$ cat src/rtl/mips_io_bridge.sv
// mips_io_bridge: splits the core's data bus into a RAM region and a small
// memory-mapped IO block at 0xFFFF_xxxx (LEDs, switches, a free-running timer
// with compare, and an optional 8N1 UART transmitter behind a 4-deep FIFO).
// Build option: define IO_UART_EN to include the TX FIFO, the serializer and
// the TXDATA/STATUS registers; without it uart_tx idles high and STATUS reads 1.
//
// Bus protocol: there is no valid/ready handshake. mem_ren/mem_wen are
// single-cycle strobes that are always accepted. Reads return data
// combinationally in the same cycle. Writes commit on the rising edge that
// ends the cycle. When both strobes are set, the read shows the value held
// before that write.
module mips_io_bridge #(
  parameter int unsigned CLK_DIV = 434
) (
  input  logic        clk,
  input  logic        rst,
  input  logic        mem_ren,
  input  logic        mem_wen,
  input  logic [31:0] mem_addr,
  input  logic [31:0] mem_dout,
  output logic [31:0] mem_din,
  output logic        ram_ren,
  output logic        ram_wen,
  output logic [31:0] ram_addr,
  output logic [31:0] ram_dout,
  input  logic [31:0] ram_din,
  input  logic [15:0] switch,
  output logic [15:0] led,
  output logic        uart_tx,
  output logic        timer_irq
);

  // The bit-period divider counts in 16 bits, so CLK_DIV must fit in that range.
  if (CLK_DIV < 2 || CLK_DIV > 65535) begin : g_bad_clk_div
    $error("mips_io_bridge: CLK_DIV must be in 2..65535");
  end

  localparam logic [7:0] OFF_LED    = 8'h00;
  localparam logic [7:0] OFF_SWITCH = 8'h04;
  localparam logic [7:0] OFF_COUNT  = 8'h08;
  localparam logic [7:0] OFF_CMP    = 8'h0C;
  localparam logic [7:0] OFF_CTRL   = 8'h10;
  localparam logic [7:0] OFF_TXDATA = 8'h14;
  localparam logic [7:0] OFF_STATUS = 8'h18;

  logic        io_sel;
  logic        io_we;
  logic        we_led;
  logic        we_count;
  logic        we_cmp;
  logic        we_ctrl;
  logic [31:0] count_q;
  logic [31:0] compare_q;
  logic        enable_q;
  logic [31:0] status_word;
  logic [31:0] io_rdata;

  assign io_sel   = (mem_addr[31:16] == 16'hFFFF);
  assign io_we    = io_sel & mem_wen;
  assign we_led   = io_we && (mem_addr[7:0] == OFF_LED);
  assign we_count = io_we && (mem_addr[7:0] == OFF_COUNT);
  assign we_cmp   = io_we && (mem_addr[7:0] == OFF_CMP);
  assign we_ctrl  = io_we && (mem_addr[7:0] == OFF_CTRL);

  // The RAM side sees the core bus directly. Only the enables are gated by region.
  assign ram_ren  = mem_ren & ~io_sel;
  assign ram_wen  = mem_wen & ~io_sel;
  assign ram_addr = mem_addr;
  assign ram_dout = mem_dout;
  assign mem_din  = io_sel ? io_rdata : ram_din;

  // IO read mux. Write-only and unmapped offsets read as zero.
  always_comb begin
    io_rdata = '0;
    case (mem_addr[7:0])
      OFF_LED:    io_rdata = {16'h0000, led};
      OFF_SWITCH: io_rdata = {16'h0000, switch};
      OFF_COUNT:  io_rdata = count_q;
      OFF_CMP:    io_rdata = compare_q;
      OFF_CTRL:   io_rdata = {31'h0, enable_q};
      OFF_STATUS: io_rdata = status_word;
      default:    io_rdata = '0;
    endcase
  end

  // LED, timer and sticky compare flag. A COUNT write overrides the increment,
  // and a compare hit overrides a clear request in the same cycle.
  always_ff @(posedge clk) begin
    if (rst) begin
      led       <= '0;
      count_q   <= '0;
      compare_q <= '0;
      enable_q  <= 1'b0;
      timer_irq <= 1'b0;
    end else begin
      if (we_led) led <= mem_dout[15:0];
      if (we_cmp) compare_q <= mem_dout;
      if (we_count) count_q <= mem_dout;
      else if (enable_q) count_q <= count_q + 32'd1;
      if (we_ctrl) enable_q <= mem_dout[0];
      if (enable_q && (count_q == compare_q)) timer_irq <= 1'b1;
      else if (we_ctrl && mem_dout[1]) timer_irq <= 1'b0;
    end
  end

`ifdef IO_UART_EN
  typedef enum logic [1:0] {S_IDLE, S_START, S_DATA, S_STOP} tx_state_t;

  localparam logic [15:0] DIV_LAST = 16'(CLK_DIV - 1);

  // Serializer state stays visible by name so checkers can bind to it.
  tx_state_t   tx_state;
  logic [15:0] div_q;
  logic [2:0]  bit_idx;
  logic [7:0]  shreg;
  logic [7:0]  fifo_mem [4];
  logic [1:0]  wr_ptr;
  logic [1:0]  rd_ptr;
  logic [2:0]  fifo_cnt;
  logic        fifo_empty;
  logic        fifo_full;
  logic        overflow;
  logic        we_tx;
  logic        we_status;
  logic        pop;
  logic        push;
  logic        tx_busy;

  assign we_tx      = io_we && (mem_addr[7:0] == OFF_TXDATA);
  assign we_status  = io_we && (mem_addr[7:0] == OFF_STATUS);
  assign fifo_empty = (fifo_cnt == 3'd0);
  assign fifo_full  = (fifo_cnt == 3'd4);
  assign tx_busy    = (tx_state != S_IDLE);
  // The serializer takes a byte when it is idle, or at the end of a stop bit.
  assign pop  = !fifo_empty &&
                ((tx_state == S_IDLE) || ((tx_state == S_STOP) && (div_q == DIV_LAST)));
  // A write to a full FIFO still fits if the serializer drains a slot in the same cycle.
  assign push = we_tx && (!fifo_full || pop);
  assign status_word = {25'h0, tx_busy, overflow, fifo_cnt, fifo_full, fifo_empty};

  // FIFO storage. The contents need no reset because the pointers and count gate them.
  always_ff @(posedge clk) begin
    if (push) fifo_mem[wr_ptr] <= mem_dout[7:0];
  end

  // FIFO pointers, occupancy and the sticky overflow flag, where a set wins over a clear.
  always_ff @(posedge clk) begin
    if (rst) begin
      wr_ptr   <= '0;
      rd_ptr   <= '0;
      fifo_cnt <= '0;
      overflow <= 1'b0;
    end else begin
      if (push) wr_ptr <= wr_ptr + 2'd1;
      if (pop)  rd_ptr <= rd_ptr + 2'd1;
      case ({push, pop})
        2'b10:   fifo_cnt <= fifo_cnt + 3'd1;
        2'b01:   fifo_cnt <= fifo_cnt - 3'd1;
        default: fifo_cnt <= fifo_cnt;
      endcase
      if (we_tx && !push) overflow <= 1'b1;
      else if (we_status && mem_dout[5]) overflow <= 1'b0;
    end
  end

  // 8N1 serializer FSM with a registered line output. Each bit lasts CLK_DIV cycles.
  always_ff @(posedge clk) begin
    if (rst) begin
      tx_state <= S_IDLE;
      uart_tx  <= 1'b1;
      div_q    <= '0;
      bit_idx  <= '0;
      shreg    <= '0;
    end else begin
      case (tx_state)
        S_IDLE: begin
          if (pop) begin
            tx_state <= S_START;
            uart_tx  <= 1'b0;
            div_q    <= '0;
            shreg    <= fifo_mem[rd_ptr];
          end
        end
        S_START: begin
          if (div_q == DIV_LAST) begin
            div_q    <= '0;
            tx_state <= S_DATA;
            bit_idx  <= '0;
            uart_tx  <= shreg[0];
          end else begin
            div_q <= div_q + 16'd1;
          end
        end
        S_DATA: begin
          if (div_q == DIV_LAST) begin
            div_q <= '0;
            if (bit_idx == 3'd7) begin
              tx_state <= S_STOP;
              uart_tx  <= 1'b1;
            end else begin
              bit_idx <= bit_idx + 3'd1;
              shreg   <= {1'b0, shreg[7:1]};
              uart_tx <= shreg[1];
            end
          end else begin
            div_q <= div_q + 16'd1;
          end
        end
        S_STOP: begin
          if (div_q == DIV_LAST) begin
            div_q <= '0;
            if (pop) begin
              tx_state <= S_START;
              uart_tx  <= 1'b0;
              shreg    <= fifo_mem[rd_ptr];
            end else begin
              tx_state <= S_IDLE;
              uart_tx  <= 1'b1;
            end
          end else begin
            div_q <= div_q + 16'd1;
          end
        end
        default: begin
          tx_state <= S_IDLE;
          uart_tx  <= 1'b1;
        end
      endcase
    end
  end
`else
  // Without the UART, the line idles high and STATUS always reports an empty FIFO.
  assign uart_tx     = 1'b1;
  assign status_word = 32'h0000_0001;
`endif

endmodule

$ cat config.mk
export PLATFORM = sky130hd
export DESIGN_NAME = mips_io_bridge
export DESIGN_NICKNAME = d
export VERILOG_FILES = /design/src/rtl/mips_io_bridge.sv
export SDC_FILE = /design/constraint.sdc
export NUM_CORES = 1
export LEC_CHECK = 0
export BUFFER_PORTS_ARGS = -buffer_cell sky130_fd_sc_hd__buf_2
export CAP_MARGIN = 20
export CORE_MARGIN = 2
export CORE_UTILIZATION = 45
export CTS_BUF_LIST = sky130_fd_sc_hd__clkbuf_2 sky130_fd_sc_hd__clkbuf_4 sky130_fd_sc_hd__clkbuf_8
export DETAILED_ROUTE_END_ITERATION = 8
export PLACE_DENSITY = 0.8
export SLEW_MARGIN = 40
export SYNTH_ARGS = -nofsm -noshare
export SYNTH_HDL_FRONTEND = slang
export SYNTH_SLANG_ARGS = --single-unit
$ cat constraint.sdc
create_clock -name clk -period 4.1 [get_ports clk]
set_clock_uncertainty 0.15 [all_clocks]
set_input_delay 1.23 -clock clk [delete_from_list [all_inputs] [get_ports clk]]
set_output_delay 1.23 -clock clk [all_outputs]
set_load 0.02 [all_outputs]
==> qor.yml <==
drv_slew: 0
busiest_layer: "met2"
crit_type: "primary input to output pin"
grt_start_max_net_pins: 43
slew_headroom: 0.480
layout-drive-gt1-share: 0.406
endpoint_kind: "output pin"
core-area_um2: 11500
rsz0062_at_grt: "true"
placed_area_um2: 6500
yosysMostFrequentCell: "nand2_1"
crit_required_ns: 2.72
antenna_left: 0
tightest_slew_ns: 0.780
clk_latency_ns: 0.36
routed_via_density: 5.59
layout.nets: 931
cts_sinks: 82
ys_warn_count: 0
fin_crit_sh: 1.05
post-dp-hpwl_um: 11900
power_mw: 1.66
die_w_um: 113
clock_path_buffers: 2
synth_top_area_frac: 0.309
use_met2: 0.462
wl_per_cell_um: 17.1
ys_ff_latch: 82
antenna_found_initial: 0
hold_path_class: "flip-flop to flip-flop"
syn_to_final_growth_pct: 33.2
violations: "setup timing"
grt_util_met1: 0.295
hold_viol: 0
synth_cells: 676
die_area_um2: 12700
diodes: 0
ys_types: 46
grt_usage: 0.250
timing.fmax_mhz: 232
setup_ws_ns: -0.210
ir_worst_vdd_v: 0.000149
met3_usage: 0.0308
vias: 5369
syn-cell-area_um2: 5310
cp.arrival_ns: 2.93
critPathMaxFanout: 9
cts.htree.levels: 3
setup_viol: 32
clockRootBuffer: "clkbuf_8"
die_h_um: 113
status: "complete, but fails checks"
ys_seq_area_frac: 0.309
dr.pass1.iters: 7
holdWs_ns: 0.332
drv_cap: 0
design_area_um2: 7070
place_ws_ns: -0.278
num_rows: 39
drt_iter0_markers: 391
syn_nets: 793
synthArstFlopShare: 0
path_clk_slew_ns: 0.08
drcViolationCount: 0
io_pins: 232
ys_top_cells_by_area: "dfxtp_1 31%, buf_4 9.5%, nand2_1 7.4%"
tritoncts: "built"
p_leak_nw: 2.92
synth-edff-count: 0
start_util: 0.463
pwr_density_cell_nw_per_um2: 235
routabilityCongestion: 0.850
wirelength_um: 16500
syn_area_per_cell_um2: 7.85
synth_ff_type: "dfxtp_1"
overflow: 0
io_buffers: 214
startpoint_type: "primary input"
synth_largest_area_cell: "dfxtp_1"
grt_pass1_vias: 5087
layout_min_cycle_time_ns: 4.31
hold_buffers: 0
numCtsBuffers: 9
grt_pass1_wl_um: 25600
synth_common_cells: "105 x nand2_1, 82 x dfxtp_1, 67 x buf_4"
final timing paths:
kind,depth (start not counted),startpoint,slack [ns],to
setup reg to reg,5,enable_q,1.40,count_q[31]
hold reg to reg,2,compare_q[14],0.33,compare_q[14]
setup / recovery,9,mem_addr[6],-0.21,mem_din[0]
hold / removal,2,compare_q[14],0.33,compare_q[14]
power breakdown:
part | total (mW) | internal [mW] | switching (mW)
combinational | 0.275 | 0.120 | 0.155
sequential | 0.795 | 0.795 | 0.0000000651
clock | 0.589 | 0.292 | 0.297
what timing repair did:
| action | 4_1_cts | 5_1_grt |
|---|---|---|
| resized for setup | 59 | 24 |
| pin swaps | 1 | 4 |
| endpoints found under the setup margin | 32 | 32 |
| setup buffers | 1 | 1 |
| gates cloned | 0 | 2 |
per-layer routing:
layer  share of wire  up-vias
met5               0        -
met4           0.020        0
met3           0.064       27
met2            0.52      237
met1            0.40     2521
li1                -     2584
through the flow:
stage | std cells | setup TNS, ns | util
after floorplan | 676 | -4.14 | -
after CTS | 958 | -5.90 | 0.601
after detailed placement | 942 | -7.99 | 0.567
after global placement | 942 | -7.78 | 0.567
after global routing | 961 | -7.65 | 0.617
final | 961 | -5.62 | 0.617
sequential cells by signal, indices dropped and copies added, names as in the netlist:
signal / flops
timer_irq: 1
enable_q: 1
compare_q: 32
count_q: 32
led: 16
worst max-delay path: stages:
cell	delay [ns]
buf_6	0.09
or4_4	0.59
buf_6	0.17
nor3_4	0.15
buf_12	0.15
clkbuf_16	0.15
a221oi_1	0.10
o21ai_2	0.16
buf_6	0.13
cell families (layout without fill, tap and decap cells):
logic type / Yosys count / count (layout) / share of synthesized area
AO/OA/AOI/OAI: 136 / 136 / 0.169
XOR/XNOR: 63 / 63 / 0.104
adder cells (fa/ha/maj): 1 / 1 / 0.00236
buffers and inverters: 124 / 266 / 0.138
flip-flops: 82 / 82 / 0.309
multiplexers: 31 / 31 / 0.0615
other: 1 / 1 / 0.000706
AND/OR/NAND/NOR: 238 / 238 / 0.214
cell type report:
type	count	area (um^2)
Sequential cell	82	1640
Timing Repair Buffer	245	1670
Inverter	6	22.5
Tap cell	143	179
Fill cell	984	4400
Clock buffer	10	138
Multi-Input combinational cell	470	3360
Clock inverter	5	55.1
placed cells by master, fill, tap and decap left out, types with 5 or more instances in the layout:
cell type | synthesis | final
buf_6 | 0 | 38
a21oi_1 | 32 | 32
a222oi_1 | 15 | 15
o21ai_4 | 0 | 30
nor2_1 | 57 | 57
dfxtp_1 | 82 | 82
nand3_1 | 15 | 15
mux2i_1 | 18 | 18
nand2_1 | 105 | 105
mux2_2 | 13 | 13
xnor2_1 | 41 | 41
o21ai_0 | 36 | 5
nor3_1 | 12 | 12
buf_2 | 13 | 177
buf_4 | 67 | 20
nand4_1 | 18 | 18
clkbuf_8 | 0 | 10
buf_12 | 0 | 8
a211oi_1 | 31 | 31
xor2_1 | 22 | 22
a22oi_2 | 0 | 12
inv_1 | 6 | 6
Power figures use the tool's default switching activity.
